**src/rtl/regfile_wb_arbiter_pkg.sv**
```systemverilog
// regfile_wb_arbiter_pkg: shared widths and requester identifiers for the writeback arbiter.
package regfile_wb_arbiter_pkg;

    localparam int DEF_DATA_WIDTH = 32;
    localparam int DEF_ADDR_WIDTH = 5;
    localparam int NUM_REGS       = 2 ** DEF_ADDR_WIDTH;

    typedef enum logic {
        GNT_REQ0 = 1'b0,
        GNT_REQ1 = 1'b1
    } req_id_e;

endpackage

```
**src/rtl/regfile_wb_arbiter_rr_arb2.sv**
```systemverilog
// rr_arb2: two-way round-robin grant; every grant is a transfer, so last_grant follows any grant.
module rr_arb2
    import regfile_wb_arbiter_pkg::*;
(
    input  logic       clk,
    input  logic       reset,
    input  logic [1:0] valid_i,
    output logic [1:0] gnt_o
);

    req_id_e last_q, last_d;

    always_comb begin
        gnt_o  = &valid_i ? (last_q == GNT_REQ1 ? 2'b01 : 2'b10) : valid_i;
        last_d = gnt_o[1] ? GNT_REQ1 : (gnt_o[0] ? GNT_REQ0 : last_q);
    end

    always_ff @(posedge clk or negedge reset) begin
        if (!reset) last_q <= GNT_REQ1;
        else        last_q <= last_d;
    end

endmodule

```
**src/rtl/regfile_wb_arbiter.sv**
```systemverilog
// regfile_wb_arbiter: round-robin share of the register-file write port between two
// writeback requesters, with a registered write stage and a pending-write scoreboard.
module regfile_wb_arbiter
    import regfile_wb_arbiter_pkg::*;
#(
    parameter int DATA_WIDTH = DEF_DATA_WIDTH,
    parameter int ADDR_WIDTH = DEF_ADDR_WIDTH
) (
    input  logic                     clk,
    input  logic                     reset,
    input  logic                     req0_valid,
    input  logic [ADDR_WIDTH-1:0]    req0_addr,
    input  logic [DATA_WIDTH-1:0]    req0_data,
    output logic                     req0_ready,
    input  logic                     req1_valid,
    input  logic [ADDR_WIDTH-1:0]    req1_addr,
    input  logic [DATA_WIDTH-1:0]    req1_data,
    output logic                     req1_ready,
    input  logic                     rsv_valid,
    input  logic [ADDR_WIDTH-1:0]    rsv_addr,
    output logic                     regWrite,
    output logic [ADDR_WIDTH-1:0]    reg_write_address,
    output logic [DATA_WIDTH-1:0]    data_wb,
    output logic [2**ADDR_WIDTH-1:0] pending
);

    localparam int NREGS = 2 ** ADDR_WIDTH;
    localparam logic [NREGS-1:0] ONE = NREGS'(1);

    logic [1:0]            gnt;
    logic                  xfer;
    logic [ADDR_WIDTH-1:0] sel_addr;
    logic [DATA_WIDTH-1:0] sel_data;
    logic                  wr_q, wr_d;
    logic [ADDR_WIDTH-1:0] addr_q, addr_d;
    logic [DATA_WIDTH-1:0] data_q, data_d;
    logic [NREGS-1:0]      pend_q, pend_d, clr, set;

    rr_arb2 u_arb (
        .clk     (clk),
        .reset   (reset),
        .valid_i ({req1_valid, req0_valid}),
        .gnt_o   (gnt)
    );

    assign req0_ready = gnt[0];
    assign req1_ready = gnt[1];

    always_comb begin
        xfer     = |gnt;
        sel_addr = gnt[1] ? req1_addr : req0_addr;
        sel_data = gnt[1] ? req1_data : req0_data;
        // writes to register 0 are accepted but never reach the register file
        wr_d     = xfer && (sel_addr != '0);
        addr_d   = xfer ? sel_addr : addr_q;
        data_d   = xfer ? sel_data : data_q;
        clr      = wr_q ? ONE << addr_q : '0;
        set      = (rsv_valid && rsv_addr != '0) ? ONE << rsv_addr : '0;
        // set is applied after clear so a same-cycle new reservation survives
        pend_d   = (pend_q & ~clr) | set;
    end

    always_ff @(posedge clk or negedge reset) begin
        if (!reset) begin
            wr_q   <= 1'b0;
            addr_q <= '0;
            data_q <= '0;
            pend_q <= '0;
        end else begin
            wr_q   <= wr_d;
            addr_q <= addr_d;
            data_q <= data_d;
            pend_q <= pend_d;
        end
    end

    assign regWrite          = wr_q;
    assign reg_write_address = addr_q;
    assign data_wb           = data_q;
    assign pending           = pend_q;

endmodule
```
**config.mk**
```make
export PLATFORM = sky130hd
export DESIGN_NAME = regfile_wb_arbiter
export DESIGN_NICKNAME = d
export VERILOG_FILES = /design/src/rtl/regfile_wb_arbiter_pkg.sv /design/src/rtl/regfile_wb_arbiter_rr_arb2.sv /design/src/rtl/regfile_wb_arbiter.sv
export SDC_FILE = /design/constraint.sdc
export NUM_CORES = 1
export LEC_CHECK = 0
export ABC_CLOCK_PERIOD_IN_PS = 1600
export CORE_MARGIN = 2
export CORE_UTILIZATION = 43
export CTS_BUF_LIST = sky130_fd_sc_hd__clkbuf_8
export CTS_CLUSTER_DIAMETER = 40
export DETAILED_ROUTE_END_ITERATION = 16
export GPL_ROUTABILITY_DRIVEN = 0
export PLACE_DENSITY = 0.83
export SLEW_MARGIN = 25
export SYNTH_ARGS = -nofsm -noshare
export SYNTH_HDL_FRONTEND = slang
export SYNTH_SLANG_ARGS = --single-unit
```
**constraint.sdc**
```tcl
create_clock -name clk -period 1.6 [get_ports clk]
set_input_delay 0.48 -clock clk [delete_from_list [all_inputs] [get_ports clk]]
set_output_delay 0.48 -clock clk [all_outputs]
set_load 0.03 [all_outputs]
```
==> impl_metrics.ini <==
[routing]
dr.pass1.iters = 4
num_vias = 3467
viasPerCell = 5.48
drt-initial-drc-count = 162
final_antenna_net_count = 0
drc = 0
wire_per_inst_um = 16.7
routed_wirelength_um = 10600

[logic_synthesis]
synthArstFlopShare_pct = 100
synth_top_family_by_area = compound AO/OA/AOI/OAI gates
syn_area_um2 = 3390
synthTopCellsByArea = dfrtp_1, nor2_1, o22ai_1
synth_edf_count = 0
syn_inst = 341
yosysTopAreaCell = dfrtp_1
seq_area_frac_synth_pct = 52.4
synthSimpleGateAreaFrac_pct = 15.1
synth_compound_gate_area_share_pct = 17.3
syn_avg_cell_area_um2 = 9.95
synthesis.nets = 425
synthMuxAreaShare_pct = 12.3
synth_top_area_share_pct = 51.6
synthTopCellsByCount = nor2_1, dfrtp_1, o22ai_1, o21ai_1, o21ai_0
ys_types = 33
ys_ff_latch = 71
synth_fa_ha_area_share_pct = 0
synth_most_common_cell = nor2_1
ys_warn_count = 0
yosys.area_share.xor_xnor_pct = 0
dominantRegCellSynth = dfrtp_1

[setup_path]
cp_max_fo = 4
cp-end-kind = output port
worst_ep_required_time_ps = 1120
crit_type = register to output port
path_cells = a21bo_4, o21a_4, buf_12
cpPeakStageDelay_ps = 550
slowest_stage = dfstp_2
start_kind = register
critical_path_arrival_ps = 1300
path_buf_inv = 1
cp_top_family = flip-flops

[power]
power_mw = 7.30
peakVddDrop_uv = 476
power.switching_mw = 2.94
p_int_mw = 4.36
sequentialPowerShare_pct = 36.2
swShare_pct = 40.2
combPwrFrac_pct = 44.0
leakage_nw = 2.26
cellPowerDensity_nw_per_um2 = 1340
p_clk_share_pct = 19.8

[clock_network]
clock-sinks = 71
clockRootBuffer = clkbuf_8
clk_pin_slew_ps = 80
insertion_delay_ps = 350
cts_tree = yes
cts_buffers = 9
htree_levels = 3
clockBufferDepth = 2

[layout]
nFillCells = 612
seq_area_um2 = 1780
syn2layout_area_growth_pct = 60.3
drive_above_1_share_pct = 20.5
fin_util_pct = 70.7
final_area_um2 = 5440
final_cells = 633
final_nets = 610
multi_input_area_um2 = 1530
diodes = 0

[sta]
slew_violations = 0
holdWs_ps = 32.1
setup_tns_ps = -272
rsz0062_at_grt = yes
setup_ws_ps = -179
max_slew_margin_pct = 71.8
timing.fmax_ghz = 0.562
worst_pin_slew_ps = 423
hold_violations = 0
fin_crit_ps = 1780
clock-skew-final_ps = 9.85
finalSetupViolations = 2
period_share_pct = 111

[die]
top_level_ports = 156
die_h_um = 92.8
dieWidth_um = 92.8
rows = 32
initial_core_util_pct = 44.1
dieArea_um2 = 8620
core_um2 = 7690

[run]
drv_cap = 0

[place]
dp_slack_ps = -409
hpwl_um = 7870
place_inst = 610
placed_area_um2 = 5260
portBuffers = 155

[grt]
overflow = 0
grt_pass1_vias = 3694
grt_pass1_wl_um = 17400
track_usage_pct = 25.7
grt_start_max_net_pins = 39
antenna_found_initial = 0

[status]
violations = setup timing
status = complete, but fails checks

[worst_hold_path]
hold_class = input port to async pin
[layer usage]
| metal | part of all wire (%) | up-vias | global-route usage (%) | wire length [µm] |
|---|---|---|---|---|
| li1 | - | 1605 | - | - |
| met1 | 39 | 1668 | 30.4 | 4110 |
| met2 | 49 | 171 | 43.4 | 5200 |
| met3 | 9.3 | 23 | 7.81 | 985 |
| met4 | 2.5 | 0 | 10.9 | 260 |
| met5 | 0 | - | 0 | 0 |
[layout by cell type (no fill, tap or decap), drive strengths merged, types with 2 or more instances in the layout]
master	synthesis	layout
or2	5	5
clkbuf	7	27
nand4	2	2
nand2b	4	4
nand3b	2	2
nand4b	3	3
clkdlybuf4s15	0	40
mux2	37	37
clkinv	0	2
dfrtp	70	70
nand3	3	3
nand2	6	6
buf	10	49
o21ai	61	61
nor2	76	76
nor2b	2	2
o21a	3	3
o22ai	37	37
dlygate4sd2	0	5
inv	2	4
clkdlybuf4s50	0	80
nand4bb	3	3
[power by group through the flow]
stage,combinational (mW),sequential (mW),clock [mW]
2_1_floorplan,0.723,3.69,0
3_3_place_gp,3.41,2.65,0
3_5_place_dp,3.49,2.68,0
4_1_cts,3.19,2.63,1.47
5_1_grt,3.43,2.71,1.56
6_report,3.21,2.64,1.44
[sequential cells by signal, indices dropped and copies added (netlist names)]
name	count
reg_write_address	5
data_wb	32
pending	32
u_arb.last_q	1
regWrite	1
[final cells by class]
class	instances	share of cell area, %
sequential	71	32.7
clock buffer	10	2.53
clock inverter	6	1.10
timing repair buffer	191	33.1
tap	102	2.35
multi-input combinational	251	28.1
inverter	2	0.138
[cell families after synthesis]
logic type	Yosys count
flops	71
buf+inv	19
simple gates	110
compound gates	104
mux	37
[repair_timing]
action,in CTS,in global routing
pin swaps,1,1
buffers inserted,2,5
hold buffers,0,0
setup endpoints to repair,63,57
resized for setup,82,58
[worst paths after layout]
kind	start	end	slack, ps	cells after the start
worst min-delay path	reset	reg_write_address[2]$_DFFE_PN0P_	30	1
worst max register to register	u_arb.last_q$_DFFE_PN1P_	data_wb[27]$_DFFE_PN0P_	200	6
max in group asynchronous	reset	data_wb[28]$_DFFE_PN0P_	1090	2
min in group clk	pending[4]$_DFF_PN0_	pending[4]$_DFF_PN0_	500	2
worst max-delay path	u_arb.last_q$_DFFE_PN1P_	req0_ready	-180	3
worst min register to register	pending[4]$_DFF_PN0_	pending[4]$_DFF_PN0_	500	2
Power figures use the tool's default switching activity.
